[src/rtl/io_bus_pkg.sv]
// Shared types and field positions for the IO device bus: arbiter states,
// command-word field positions and GPIO command codes.
package io_bus_pkg;

    typedef enum logic [1:0] {
        IDLE     = 2'd0,
        ISSUE    = 2'd1,
        WAIT_RSP = 2'd2
    } io_arb_state_e;

    localparam int IO_ADDR_MSB = 15;
    localparam int IO_ADDR_LSB = 13;
    localparam int IO_CMD_MSB  = 12;
    localparam int IO_CMD_LSB  = 10;

    typedef enum logic [2:0] {
        WRITE_BIT  = 3'd0,
        READ_BIT   = 3'd1,
        SET_BIT    = 3'd2,
        CLEAR_BIT  = 3'd3,
        TOGGLE_BIT = 3'd4,
        WRITE_PORT = 3'd5,
        READ_PORT  = 3'd6,
        PULSE_BIT  = 3'd7
    } gpio_cmd_e;

    function automatic gpio_cmd_e ioCmdOf(input logic [15:0] word);
        return gpio_cmd_e'(word[IO_CMD_MSB:IO_CMD_LSB]);
    endfunction

    function automatic logic [2:0] ioAddrOf(input logic [15:0] word);
        return word[IO_ADDR_MSB:IO_ADDR_LSB];
    endfunction

endpackage

[src/rtl/io_port_arbiter_if.sv]
// Bundle of requester, device and response signals around io_port_arbiter.
// The arbiter uses the slave view; the surrounding system uses the master view.
interface io_port_arbiter_if #(
    parameter int NUM_REQ = 4,
    parameter int DATA_W  = 16
);
    logic [NUM_REQ-1:0]        Req_Valid;
    logic [NUM_REQ-1:0]        Req_Ready;
    logic [NUM_REQ*DATA_W-1:0] Req_Data;
    logic [NUM_REQ*4-1:0]      Req_DestReg;
    logic [NUM_REQ-1:0]        Req_RespReq;

    logic                      Dev_REQ;
    logic                      Dev_ACK;
    logic                      Dev_CommandEn;
    logic                      Dev_RespReq;
    logic [3:0]                Dev_DestReg;
    logic [DATA_W-1:0]         Dev_Data;
    logic                      Dev_RegRespFlag;
    logic [DATA_W-1:0]         Dev_RespData;
    logic [3:0]                Dev_RespDestReg;

    logic [NUM_REQ-1:0]        Rsp_Valid;
    logic [DATA_W-1:0]         Rsp_Data;
    logic [3:0]                Rsp_DestReg;
    logic                      Rsp_Error;

    modport slave (
        input  Req_Valid, Req_Data, Req_DestReg, Req_RespReq,
        input  Dev_ACK, Dev_RegRespFlag, Dev_RespData, Dev_RespDestReg,
        output Req_Ready,
        output Dev_REQ, Dev_CommandEn, Dev_RespReq, Dev_DestReg, Dev_Data,
        output Rsp_Valid, Rsp_Data, Rsp_DestReg, Rsp_Error
    );

    modport master (
        output Req_Valid, Req_Data, Req_DestReg, Req_RespReq,
        output Dev_ACK, Dev_RegRespFlag, Dev_RespData, Dev_RespDestReg,
        input  Req_Ready,
        input  Dev_REQ, Dev_CommandEn, Dev_RespReq, Dev_DestReg, Dev_Data,
        input  Rsp_Valid, Rsp_Data, Rsp_DestReg, Rsp_Error
    );

endinterface

[src/rtl/io_port_arbiter_rr_pick.sv]
// Combinational round-robin picker: one-hot grant of the first valid
// requester found searching upward from Ptr, wrapping at NUM_REQ.
module rr_pick #(
    parameter int NUM_REQ = 4
) (
    input  logic [NUM_REQ-1:0]         Valid,
    input  logic [$clog2(NUM_REQ)-1:0] Ptr,
    output logic [NUM_REQ-1:0]         Grant,
    output logic [$clog2(NUM_REQ)-1:0] Index
);
    localparam int IDX_W = $clog2(NUM_REQ);

    int               slotI;
    logic [IDX_W-1:0] slot;
    logic             found;

    always_comb begin
        Grant = '0;
        Index = '0;
        found = 1'b0;
        slotI = 0;
        slot  = '0;
        for (int i = 0; i < NUM_REQ; i++) begin
            slotI = int'(Ptr) + i;
            if (slotI >= NUM_REQ) slotI = slotI - NUM_REQ;
            slot = slotI[IDX_W-1:0];
            if (!found && Valid[slot]) begin
                found       = 1'b1;
                Grant[slot] = 1'b1;
                Index       = slot;
            end
        end
    end

endmodule

[src/rtl/io_port_arbiter.sv]
// Shares one IO device port between NUM_REQ requesters: round-robin accept,
// device REQ/ACK handshake, and response routing back to the owner.
module io_port_arbiter
    import io_bus_pkg::*;
#(
    parameter int NUM_REQ = 4,
    parameter int DATA_W  = 16,
    parameter int TIMEOUT = 255
) (
    input  logic              clk,
    input  logic              async_rst_n,
    input  logic              clk_en,
    io_port_arbiter_if.slave  bus
);
    localparam int IDX_W   = $clog2(NUM_REQ);
    localparam int TIMER_W = (TIMEOUT > 1) ? $clog2(TIMEOUT) : 1;

    io_arb_state_e       state;
    io_arb_state_e       nextState;
    logic [IDX_W-1:0]    ptr;
    logic [NUM_REQ-1:0]  pickGrant;
    logic [IDX_W-1:0]    pickIndex;

    logic [DATA_W-1:0]   reqWords [NUM_REQ];
    logic [3:0]          reqTags  [NUM_REQ];

    logic [DATA_W-1:0]   holdData;
    logic [3:0]          holdDest;
    logic                holdRespReq;
    logic [IDX_W-1:0]    holdOwner;
    logic [TIMER_W-1:0]  timer;

    logic [NUM_REQ-1:0]  rspValidReg;
    logic [DATA_W-1:0]   rspData;
    logic [3:0]          rspDest;
    logic                rspError;

    logic accept;
    logic capture;
    logic timeoutHit;
    logic timerClear;
    logic timerInc;

    rr_pick #(.NUM_REQ(NUM_REQ)) picker (
        .Valid (bus.Req_Valid),
        .Ptr   (ptr),
        .Grant (pickGrant),
        .Index (pickIndex)
    );

    always_comb begin
        for (int i = 0; i < NUM_REQ; i++) begin
            reqWords[i] = bus.Req_Data[i*DATA_W +: DATA_W];
            reqTags[i]  = bus.Req_DestReg[i*4 +: 4];
        end
    end

    always_ff @(posedge clk or negedge async_rst_n) begin
        if (!async_rst_n)  state <= IDLE;
        else if (clk_en)   state <= nextState;
    end

    // A response arriving with the ACK wins over parking in WAIT_RSP; in
    // WAIT_RSP a real response wins over a coincident timeout.
    always_comb begin
        nextState  = state;
        accept     = 1'b0;
        capture    = 1'b0;
        timeoutHit = 1'b0;
        timerClear = 1'b0;
        timerInc   = 1'b0;
        case (state)
            IDLE: begin
                if (|bus.Req_Valid) begin
                    accept    = 1'b1;
                    nextState = ISSUE;
                end
            end
            ISSUE: begin
                if (bus.Dev_ACK) begin
                    if (!holdRespReq) begin
                        nextState = IDLE;
                    end else if (bus.Dev_RegRespFlag) begin
                        capture   = 1'b1;
                        nextState = IDLE;
                    end else begin
                        timerClear = 1'b1;
                        nextState  = WAIT_RSP;
                    end
                end
            end
            WAIT_RSP: begin
                if (bus.Dev_RegRespFlag) begin
                    capture   = 1'b1;
                    nextState = IDLE;
                end else if (TIMEOUT != 0 && int'(timer) == TIMEOUT - 1) begin
                    timeoutHit = 1'b1;
                    nextState  = IDLE;
                end else begin
                    timerInc = 1'b1;
                end
            end
            default: nextState = IDLE;
        endcase
    end

    always_ff @(posedge clk or negedge async_rst_n) begin
        if (!async_rst_n) begin
            ptr         <= '0;
            holdData    <= '0;
            holdDest    <= '0;
            holdRespReq <= 1'b0;
            holdOwner   <= '0;
            timer       <= '0;
        end else if (clk_en) begin
            if (accept) begin
                holdData    <= reqWords[pickIndex];
                holdDest    <= reqTags[pickIndex];
                holdRespReq <= bus.Req_RespReq[pickIndex];
                holdOwner   <= pickIndex;
                ptr         <= (int'(pickIndex) == NUM_REQ - 1) ? '0 : pickIndex + IDX_W'(1);
            end
            if (timerClear)     timer <= '0;
            else if (timerInc)  timer <= timer + TIMER_W'(1);
        end
    end

    // Response registers: the valid pulse lives for one enabled cycle only.
    always_ff @(posedge clk or negedge async_rst_n) begin
        if (!async_rst_n) begin
            rspValidReg <= '0;
            rspData     <= '0;
            rspDest     <= '0;
            rspError    <= 1'b0;
        end else if (clk_en) begin
            rspValidReg <= '0;
            if (capture || timeoutHit) begin
                rspValidReg[holdOwner] <= 1'b1;
                rspData                <= timeoutHit ? '0 : bus.Dev_RespData;
                rspDest                <= timeoutHit ? holdDest : bus.Dev_RespDestReg;
                rspError               <= timeoutHit;
            end
        end
    end

    assign bus.Req_Ready     = (state == IDLE && clk_en && async_rst_n) ? pickGrant : '0;
    assign bus.Dev_REQ       = (state == ISSUE) && clk_en;
    assign bus.Dev_CommandEn = (state == ISSUE);
    assign bus.Dev_RespReq   = holdRespReq;
    assign bus.Dev_DestReg   = holdDest;
    assign bus.Dev_Data      = holdData;
    assign bus.Rsp_Valid     = rspValidReg & {NUM_REQ{clk_en}};
    assign bus.Rsp_Data      = rspData;
    assign bus.Rsp_DestReg   = rspDest;
    assign bus.Rsp_Error     = rspError;

endmodule

[src/flat_wrapper.sv]
// flat-port wrapper written by rule: the top's interface ports become plain ports
module io_port_arbiter_flat import io_bus_pkg::*;
#(
    parameter int NUM_REQ = 4,
    parameter int DATA_W  = 16,
    parameter int TIMEOUT = 255
)
  (clk, async_rst_n, clk_en, bus_Req_Valid, bus_Req_Data, bus_Req_DestReg, bus_Req_RespReq, bus_Dev_ACK, bus_Dev_RegRespFlag, bus_Dev_RespData, bus_Dev_RespDestReg, bus_Req_Ready, bus_Dev_REQ, bus_Dev_CommandEn, bus_Dev_RespReq, bus_Dev_DestReg, bus_Dev_Data, bus_Rsp_Valid, bus_Rsp_Data, bus_Rsp_DestReg, bus_Rsp_Error);
  io_port_arbiter_if #(.NUM_REQ(NUM_REQ), .DATA_W(DATA_W)) bus_i ();
  input  logic clk;
  input  logic async_rst_n;
  input  logic clk_en;
  input wire logic [$bits(bus_i.Req_Valid)-1:0] bus_Req_Valid;
  input wire logic [$bits(bus_i.Req_Data)-1:0] bus_Req_Data;
  input wire logic [$bits(bus_i.Req_DestReg)-1:0] bus_Req_DestReg;
  input wire logic [$bits(bus_i.Req_RespReq)-1:0] bus_Req_RespReq;
  input wire logic [$bits(bus_i.Dev_ACK)-1:0] bus_Dev_ACK;
  input wire logic [$bits(bus_i.Dev_RegRespFlag)-1:0] bus_Dev_RegRespFlag;
  input wire logic [$bits(bus_i.Dev_RespData)-1:0] bus_Dev_RespData;
  input wire logic [$bits(bus_i.Dev_RespDestReg)-1:0] bus_Dev_RespDestReg;
  output wire logic [$bits(bus_i.Req_Ready)-1:0] bus_Req_Ready;
  output wire logic [$bits(bus_i.Dev_REQ)-1:0] bus_Dev_REQ;
  output wire logic [$bits(bus_i.Dev_CommandEn)-1:0] bus_Dev_CommandEn;
  output wire logic [$bits(bus_i.Dev_RespReq)-1:0] bus_Dev_RespReq;
  output wire logic [$bits(bus_i.Dev_DestReg)-1:0] bus_Dev_DestReg;
  output wire logic [$bits(bus_i.Dev_Data)-1:0] bus_Dev_Data;
  output wire logic [$bits(bus_i.Rsp_Valid)-1:0] bus_Rsp_Valid;
  output wire logic [$bits(bus_i.Rsp_Data)-1:0] bus_Rsp_Data;
  output wire logic [$bits(bus_i.Rsp_DestReg)-1:0] bus_Rsp_DestReg;
  output wire logic [$bits(bus_i.Rsp_Error)-1:0] bus_Rsp_Error;
  assign bus_i.Req_Valid = bus_Req_Valid;
  assign bus_i.Req_Data = bus_Req_Data;
  assign bus_i.Req_DestReg = bus_Req_DestReg;
  assign bus_i.Req_RespReq = bus_Req_RespReq;
  assign bus_i.Dev_ACK = bus_Dev_ACK;
  assign bus_i.Dev_RegRespFlag = bus_Dev_RegRespFlag;
  assign bus_i.Dev_RespData = bus_Dev_RespData;
  assign bus_i.Dev_RespDestReg = bus_Dev_RespDestReg;
  assign bus_Req_Ready = bus_i.Req_Ready;
  assign bus_Dev_REQ = bus_i.Dev_REQ;
  assign bus_Dev_CommandEn = bus_i.Dev_CommandEn;
  assign bus_Dev_RespReq = bus_i.Dev_RespReq;
  assign bus_Dev_DestReg = bus_i.Dev_DestReg;
  assign bus_Dev_Data = bus_i.Dev_Data;
  assign bus_Rsp_Valid = bus_i.Rsp_Valid;
  assign bus_Rsp_Data = bus_i.Rsp_Data;
  assign bus_Rsp_DestReg = bus_i.Rsp_DestReg;
  assign bus_Rsp_Error = bus_i.Rsp_Error;
  io_port_arbiter #(.NUM_REQ(NUM_REQ), .DATA_W(DATA_W), .TIMEOUT(TIMEOUT)) u_core (.clk(clk), .async_rst_n(async_rst_n), .clk_en(clk_en), .bus(bus_i));
endmodule
[config.mk]
export PLATFORM = sky130hd
export DESIGN_NAME = io_port_arbiter_flat
export DESIGN_NICKNAME = d
export VERILOG_FILES = /design/src/rtl/io_bus_pkg.sv /design/src/rtl/io_port_arbiter_if.sv /design/src/rtl/io_port_arbiter_rr_pick.sv /design/src/rtl/io_port_arbiter.sv /design/src/flat_wrapper.sv
export SDC_FILE = /design/constraint.sdc
export NUM_CORES = 1
export LEC_CHECK = 0
export ABC_CLOCK_PERIOD_IN_PS = 7550
export CAP_MARGIN = 0
export CORE_ASPECT_RATIO = 0.7
export CORE_MARGIN = 1.5
export CORE_UTILIZATION = 46
export DETAILED_ROUTE_END_ITERATION = 10
export HOLD_SLACK_MARGIN = 0.05
export PLACE_DENSITY_LB_ADDON = 0.3
export SETUP_SLACK_MARGIN = 0.1
export SYNTH_ARGS = -nofsm -noshare
export SYNTH_HDL_FRONTEND = slang
export SYNTH_SLANG_ARGS = --single-unit
[constraint.sdc]
create_clock -name clk -period 7.55 [get_ports clk]
set_input_delay 1.1325 -clock clk [delete_from_list [all_inputs] [get_ports clk]]
set_output_delay 1.1325 -clock clk [all_outputs]
set_load 0.05 [all_outputs]
Word level (Yosys, flattened, before mapping). Index checks and enable logic that the tools add are counted.

Register bits after elaboration: 60. Word-level logic and storage cells: 141. Memories: 0. Bits in writable memories: 0. ROM bits: 0. Input port bits: 113. Latch bits: 0. Output and inout port bits: 52.

Multipliers: 0. Shift-type cells: 0. Reduce and logical (&&, ||, !) cells: 22. Order comparisons: 16. Add/sub/neg operators: 9. Divide/modulo/power cells: 0. Bitwise logic cells: 5. Multiplexer cells: 71. Equality and inequality tests: 7.

Operators with widths (count): $mux W16 (3); $mux W4 (9); $bmux W16 S2 (1); $mux W2 (15); $mux W1 (28); $lt A2 B3 Y1 const B (6); $mux W8 (2); $ge A3 B3 Y1 const B (4); $or A4 B4 Y4 (3); $logic_and A1 B1 Y1 (11); $bmux W1 S2 (5); $demux W1 S2 (5); $ge A2 B1 Y1 const B (5); $add A8 B1 Y8 const B (1); $bmux W4 S2 (1); $eq A8 B2 Y1 const B (1); $sub A2 B1 Y2 const B (4); $add A2 B2 Y3 const B (2); $pmux W2 S3 (1); $reduce_and A2 Y1 (3); $and A4 B4 Y4 (1); $eq A2 B1 Y1 const B (2); $reduce_and A4 Y1 (1); $reduce_or A4 Y1 (1); 13 further kinds (15).

Depth between registers and ports, before layout.
Depth after elaboration: 18. Mapped depth: 11. Gate-level depth less buffers: 8.

By module. A second synthesis with hierarchy kept.

Cell total of the unflattened synthesis: 287. Area total of the unflattened synthesis: 3570.9 um^2.

By module, submodules not included: io_port_arbiter (instances 1, sequential area each 1501.4 um^2, cells an instance 241, area an instance 3151.8 um^2); rr_pick (instances 1, sequential area each 0.0 um^2, cells an instance 46, area an instance 419.2 um^2).

Least setup slack after synthesis. No wires, ideal clock.

Kind: input -> output. Start point: in bus_Req_Valid[1]. End point: out bus_Req_Ready[0]. Path slack: 3.427 ns. Data arrival time: 2.991 ns. Data required time: 6.418 ns. Buffers on the path: 1. Stages on the path: 6. Cells stage by stage: buf_6 > or3_4 > or4b_4 > o311ai_4 > a221oi_1 > nor2_1.

Cells in the longest elaborated chain, start to end: 13. Elaborated cells on any way between the ends: 25. Classes of those cells: mux (16); bitwise (3); reduce/logical (6).

Ends and longest elaborated chain: from (decl) (RTL line flat_wrapper.sv:13) `input wire logic [$bits(bus_i.Req_Valid)-1:0] bus_Req_Valid;`; $bmux W1 S2 (RTL line io_port_arbiter_rr_pick.sv:27) `if (!found && Valid[slot]) begin`; $mux W1 (implied by the code) (RTL line io_port_arbiter_rr_pick.sv:27); $mux W1 (RTL line io_port_arbiter_rr_pick.sv:27); $logic_not A1 Y1 (RTL line io_port_arbiter_rr_pick.sv:27); $logic_and A1 B1 Y1 (RTL line io_port_arbiter_rr_pick.sv:27); $mux W1 (RTL line io_port_arbiter_rr_pick.sv:27); $logic_not A1 Y1 (RTL line io_port_arbiter_rr_pick.sv:27); $logic_and A1 B1 Y1 (RTL line io_port_arbiter_rr_pick.sv:27); $mux W1 (RTL line io_port_arbiter_rr_pick.sv:27); $logic_not A1 Y1 (RTL line io_port_arbiter_rr_pick.sv:27); $logic_and A1 B1 Y1 (RTL line io_port_arbiter_rr_pick.sv:27); $mux W4 * (RTL line io_port_arbiter_rr_pick.sv:27); $mux W4 * (RTL line io_port_arbiter.sv:146) `assign bus.Req_Ready = (state == IDLE && clk_en && async_rst_n) ? pickGrant : '0;`; to (decl) (RTL line flat_wrapper.sv:21) `output wire logic [$bits(bus_i.Req_Ready)-1:0] bus_Req_Ready;`.

Mark *: on every way between the ends. The rest lies on a longest branch, timed or not. The select of a mux whose other input is x is not followed.

Final worst setup path.
Start point: in bus_Req_Valid[0]. End point: out bus_Req_Ready[2].

Same word-level chain as after synthesis.

==> impl_metrics.env <==
export IMPL_status="finished, final reports clean"
export IMPL_synth_common_cells="70 x nand2_1, 60 x dfrtp_1, 47 x mux2i_1, 27 x o21ai_0, 22 x nor2_1"
export IMPL_dp_slack_ns=2.549
export IMPL_fin_tns_setup_ns=0
export IMPL_min_path_type="reg -> reg"
export IMPL_end_kind="output port"
export IMPL_ioPinCount=165
export IMPL_cpMaxStageDelayCell="clkdlybuf4s50_1"
export IMPL_wl_per_cell_um=16.56
export IMPL_syn_area_mm2=0.003676
export IMPL_grt_max_degree=62
export IMPL_first_iter_violations=199
export IMPL_path_buf_inv=2
export IMPL_synth_seq_area_share_pct=40.84
export IMPL_die_h_um=77.79
export IMPL_wirelength_mm=10.32
export IMPL_worstSkewPairLatency_ns=0.32
export IMPL_path_class="in -> out"
export IMPL_rr_startpoint="u_core.ptr[0]"
export IMPL_post_route_period_util_pct=66.04
export IMPL_fmax_mhz=200.6
export IMPL_worstHoldEndpoint="u_core.bus.Rsp_Error"
export IMPL_synth_main_ff_cell="dfrtp_1"
export IMPL_cts_hold_buffers_added=0
export IMPL_cts_buffers=9
export IMPL_r2r_cells=9
export IMPL_slowest_delay_ns=0.82
export IMPL_hold_viol_final=0
export IMPL_fin_util_pct=72.65
export IMPL_areaGrowthSynthToFinish_pct=54.22
export IMPL_setup_viol=0
export IMPL_fin_ws_ns=2.564
export IMPL_cts_resized=0
export IMPL_cts_num_sinks=60
export IMPL_ys_types=48
export IMPL_hold_depth=2
export IMPL_cp_required_ns=6.42
export IMPL_dieWidth_um=109.8
export IMPL_routed_via_density=5.440
export IMPL_ant_nets=0
export IMPL_place_congestion=0.8274
export IMPL_synth_seq_cells=60
export IMPL_dp_hpwl_mm=7.549
export IMPL_rsz0062_at_grt="no"
export IMPL_yosys_warnings=0
export IMPL_die_area_mm2=0.008545
export IMPL_min_period_ns=4.986
export IMPL_post_synth_top_count_cell="nand2_1"
export IMPL_num_vias=3389
export IMPL_layout_drive_gt1_share_pct=10.92
export IMPL_cts_setup_buffers=0
export IMPL_htreeDepth=3
export IMPL_critPathMostFrequentCell="clkdlybuf4s50_1"
export IMPL_num_rows=27
export IMPL_grt_pass1_wl_mm=15.97
export IMPL_clock_skew_ns=0.007478
export IMPL_reg2reg_slack_ns=3.97
export IMPL_synthesis_nets=485
export IMPL_antenna_cells=0
export IMPL_yosys_area_top_type="dfrtp_1"
export IMPL_hp_start="u_core.bus.Rsp_Error"
export IMPL_slew_headroom_pct=49.32
export IMPL_critPathTopFamily="buffers and inverters"
export IMPL_cts_root_buf="clkbuf_16"
export IMPL_p_leak_nw=2.446
export IMPL_antenna_found_initial=0
export IMPL_arrival_ns=3.85
export IMPL_path_cells="clkdlybuf4s50_1, or3_4, or4b_4, o311ai_4, a221oi_1, nor2_1, clkdlybuf4s50_1"
export IMPL_first_pass_iters=5
export IMPL_initial_core_util_pct=47.11
export IMPL_clk_pin_slew_ns=0.05
export IMPL_port_buffers=164
export IMPL_critPathMaxFanout=9
export IMPL_r2r_end="u_core.bus.Dev_Data[11]"
export IMPL_track_usage_pct=24.28
export IMPL_async_reset_ff_share_pct=100.0
export IMPL_ir_drop_v=0.0002848
export IMPL_drv_cap=0
export IMPL_layout_nets=643
export IMPL_cts_tree="built"
export IMPL_powerDensity_mw_per_mm2=420.9
export IMPL_synth_edf_count=0
export IMPL_syn_inst=359
export IMPL_startpoint_type="input pin"
export IMPL_clk_path_buf_depth=2
export IMPL_syn_avg_cell_area_um2=10.24
export IMPL_overflow=0
export IMPL_fillers=553
export IMPL_grt_pass1_vias=3266
export IMPL_yosysTopAreaCellShare_pct=40.84
export IMPL_synthTopCellsByArea="dfrtp_1 41%, mux2i_1 13%, o221ai_2 7.8%"
export IMPL_slew_violations=0
export IMPL_core_mm2=0.007804
export IMPL_tightest_slew_ns=0.7602
export IMPL_drc_errors=0
report_power, final:
group	switching, mW	internal, mW	total (mW)
clock	0.148	0.290	0.438
sequential	0.0985	0.447	0.546
combinational	0.858	0.545	1.40
sequential cells by signal, summed over array words and instances, names as in the netlist:
| register | cells |
|---|---|
| u_core.rspValidReg | 4 |
| u_core.holdOwner | 2 |
| u_core.bus.Dev_DestReg | 4 |
| u_core.bus.Rsp_Data | 16 |
| u_core.bus.Rsp_Error | 1 |
| u_core.timer | 8 |
| u_core.ptr | 2 |
| u_core.bus.Dev_Data | 16 |
| u_core.bus.Dev_RespReq | 1 |
| u_core.state | 2 |
| u_core.bus.Rsp_DestReg | 4 |
per-stage QoR:
stage	instances	hold slack (ns)	total power [mW]	instance area (um^2)
final	623	0.4797	2.386	5669
after global routing	623	0.5073	2.523	5669
after CTS	623	0.4866	2.400	5669
after detailed placement	607	0.4728	1.952	5345
after global placement	607	0.4615	1.912	5345
after floorplan	359	0.4715	1.563	3676
cell usage in the layout, fill, tap and decap left out, drive strengths merged, types with 3 or more instances in the layout:
cell type / Yosys / routed
clkbuf: 10 / 9
a221oi: 4 / 4
clkdlybuf4s50: 0 / 163
mux4: 3 / 3
nor2: 22 / 22
nand2: 70 / 70
dfrtp: 60 / 60
inv: 10 / 11
xor2: 5 / 5
nand4: 4 / 4
buf: 12 / 6
clkinv: 1 / 4
a22oi: 4 / 4
mux2: 3 / 3
o221ai: 21 / 21
ha: 13 / 13
o21ai: 30 / 30
mux2i: 47 / 47
and2: 4 / 4
nor2b: 4 / 4
nand3: 3 / 3
layout make-up:
class | instances | area (um^2) | share of cell area [%]
Multi-Input combinational cell | 266 | 2002 | 35.31
Timing Repair Buffer | 169 | 1674 | 29.53
Clock inverter | 7 | 98.84 | 1.744
Clock buffer | 9 | 225.2 | 3.973
Tap cell | 101 | 126.4 | 2.229
Sequential cell | 60 | 1501 | 26.48
Inverter | 11 | 41.29 | 0.7283
worst reg2reg max path: cells and delay by family, from the launching register on:
kind            cells  cell delay (ns)
compound gates      3             0.37
fa+ha+maj           1             0.46
buf+inv             2             0.84
flops               1             0.69
mux                 2             0.77
simple gates        1             0.31
routing by layer:
metal,global-route usage [%],up-vias,part of all wire [%]
met1,31.02,1634,43
met4,7.403,0,1.6
met5,0,-,0
met2,40.06,127,49
met3,6.387,15,6.8
li1,-,1613,-
kinds of logic (layout without fill, tap and decap cells):
family                     count (synthesis)  count (layout)  share of synthesized area, %
and+or+nand+nor                          121             121                         14.87
AOI/OAI and AO/OA                         74              74                         17.94
DFF                                       60              60                         40.84
muxes                                     53              53                         15.55
buffers and inverters                     33             196                         5.174
adders and majority gates                 13              13                         4.425
xor gates and xnor gates                   5               5                         1.191
how the worst max path moves through the flow:
stage / slack (ns) / start / to / depth (start not counted)
2_1_floorplan: 3.43 / bus_Req_Valid[1] / bus_Req_Ready[0] / 6
3_3_place_gp: 2.66 / bus_Req_Valid[0] / bus_Req_Ready[0] / 7
3_5_place_dp: 2.55 / bus_Req_Valid[0] / bus_Req_Ready[2] / 7
4_1_cts: 2.55 / bus_Req_Valid[0] / bus_Req_Ready[2] / 7
5_1_grt: 2.34 / u_core.ptr[0] / bus_Req_Ready[2] / 8
6_report: 2.56 / bus_Req_Valid[0] / bus_Req_Ready[2] / 7
No activity file was read; power rests on OpenSTA's default activity.
==> edit (same settings) <==
Reset style: synchronous (`async_rst_n`), changed in 3 clocked blocks.
--- a/src/rtl/io_port_arbiter.sv
+++ b/src/rtl/io_port_arbiter.sv
@@ -57,3 +57,3 @@
 
-    always_ff @(posedge clk or negedge async_rst_n) begin
+    always_ff @(posedge clk) begin
         if (!async_rst_n)  state <= IDLE;
@@ -106,3 +106,3 @@
 
-    always_ff @(posedge clk or negedge async_rst_n) begin
+    always_ff @(posedge clk) begin
         if (!async_rst_n) begin
@@ -128,3 +128,3 @@
     // Response registers: the valid pulse lives for one enabled cycle only.
-    always_ff @(posedge clk or negedge async_rst_n) begin
+    always_ff @(posedge clk) begin
         if (!async_rst_n) begin
Behaviour: differs if async_rst_n is asserted again (counterexample within 4 cycles, from zero or initial values and one cycle with async_rst_n low); with async_rst_n held inactive, the same outputs for 4 cycles.
==> edit against the original RTL <==
Core utilization is 0.47 points lower. Routed wire length rose by 15%. Area after synthesis rose by 5.8%. Cell area grew 2.4%. Sequential cell count unchanged. Power fell by 25%. Setup slack lost 0.23 ns. Critical endpoint unchanged. Via count up 13%. Non-clock buffer count decreased by 2. Maximum frequency down 4.5%.
==> edit: results (changes against the original RTL) <==
* Status: finished clean
* Asr flop ratio synth at 0 (-1.000)
* Fin nets at 709 (+10%)
* Met1 WL at 5276 um (+20%)
* TritonCTS Buffers at 9 (unchanged)
* Setup Buffers After CTS at 0 (unchanged)
* Slowest CP cell: clkdlybuf4s50_1
* WS Path Type: reg2out
* Delay-heaviest family, CP: buffers and inverters
* Clock Tree Buf Depth at 2 (unchanged)
* Syn. warnings at 0 (unchanged)
* Hold_sp: u_core.bus.Rsp_Data[12]
* GPL Wtd Cong at 0.8405 (+1.6%)
* R2R cell count at 11 (+2)
* Synth top cells by count: dfxtp_1, nand2_1, o211ai_2, nor2_1, mux2i_1
* CTS clk-pin slew, worst paths at 0.06 ns
* Global-route wire length before repair at 18,840 um (+18%)
* CTS H-tree lvls at 3 (unchanged)
* Worst Hold Class: reg2reg
* Synth cell types at 65 (+35%)
* Largest cells by area after synthesis: dfxtp_1, o211ai_2, mux2i_1, nand2_1, ha_1
* Routed wl met2 at 5717 um (+13%)
* Slew HR at 0.1199 (-0.3733)
* Post-synthesis cell count at 437 (+22%)
* CP peak stage delay at 0.81 ns
* Diodes inserted at 0 (unchanged)
* Vias in the first global route at 3,821 (+17%)
* CP Depth at 9 (+2)
* Data arrival, critical path at 4.09 ns (+0.24 ns)
* Layout fillers at 628 (+14%)
* Later-pin clock latency in the skew report at 0.33 ns
* DRT Pass-1 Iters at 5 (unchanged)
* Placed Instances at 672 (+11%)
* Top sig layer: met4
* Worst IR drop on VDD at 0.1961 mV (-31%)
* HPWL after detailed placement at 8796 um (+17%)
* Clk_skew at 0.007532 ns (+0.00005406 ns)
* Final WL at 11,900 um (+15%)
* Gr usage total at 0.2665 (+0.02366)
* Launching point of the worst reg2reg path: u_core.ptr[0]
* Post-Syn Nets at 564 (+16%)
* Seq/Total Area, Yosys at 0.3090 (-0.09946)
* Largest net degree at the start of global routing at 27 (-56%)
* Buffers on Ports at 164 (unchanged)
* Hold path depth at 2 (unchanged)
* Post_cts resized at 0 (unchanged)
* Leakage at 2.153 nW (-12%)
* Share of cells above drive strength 1 at 0.1295 (+0.02028)
* Vias per cell at 5.590 (+2.8%)
* Place WS at 2.516 ns (-0.03351 ns)
* Wire per inst at 17.29 um (+4.4%)
* Net Sw Power at 0.7381 mW (-33%)
* Crit path max fanout at 21 (+12)
* Starting DRT DRC Count at 222 (+12%)
* Met3 WL at 785 um (+12%)
## edit: tightest hold or removal path, cell delays in order (launching register included)
cell and delay, ns:
dfxtp_1 0.31, nand2_1 0.05, a21oi_1 0.05
## edit: final timing paths
| kind | endpoint | slack (ns) |
|---|---|---|
| setup / recovery | bus_Req_Ready[2] | 2.33 |
| hold / removal | u_core.bus.Rsp_Data[12] | 0.45 |
| setup reg to reg | u_core.ptr[0] | 3.48 |
| hold reg to reg | u_core.bus.Rsp_Data[12] | 0.45 |
## edit: logic make-up after synthesis
| group | count (synthesis) | share of synthesized area |
|---|---|---|
| AND/OR/NAND/NOR | 174 | 0.2266 |
| buffers and inverters | 46 | 0.07210 |
| flip-flops | 60 | 0.3090 |
| multiplexers | 30 | 0.08400 |
| XOR/XNOR | 4 | 0.009011 |
| AO/OA/AOI/OAI | 109 | 0.2543 |
| adder cells (fa/ha/maj) | 14 | 0.04506 |
## edit: metal layers
layer  up-vias  track usage
met5         -            0
met4         0      0.07000
met3        11      0.07517
met2       120       0.4549
met1      1844       0.3335
li1       1871            -
## edit: stage by stage
| step | total power, mW | instance area, um^2 |
|---|---|---|
| CTS | 1.785 | 5799 |
| global placement | 1.282 | 5449 |
| detailed placement | 1.299 | 5449 |
| finish | 1.781 | 5803 |
| floorplan | 1.103 | 3887 |
| global route | 1.864 | 5803 |
## edit: area by class of cell
cell class / count / share of cell area
multi-input cells: 331 / 0.4153
well taps: 101 / 0.02178
clock buffers: 10 / 0.04118
clock inverters: 6 / 0.01919
inverters: 13 / 0.008840
flip-flops and latches: 60 / 0.2070
repair buffers: 167 / 0.2868
## edit: power by group through the flow
stage,sequential (mW),clock [mW],combinational [mW]
2_1_floorplan,0.553,0,0.550
3_3_place_gp,0.419,0,0.862
3_5_place_dp,0.422,0,0.877
4_1_cts,0.417,0.489,0.880
5_1_grt,0.425,0.500,0.938
6_report,0.418,0.482,0.881
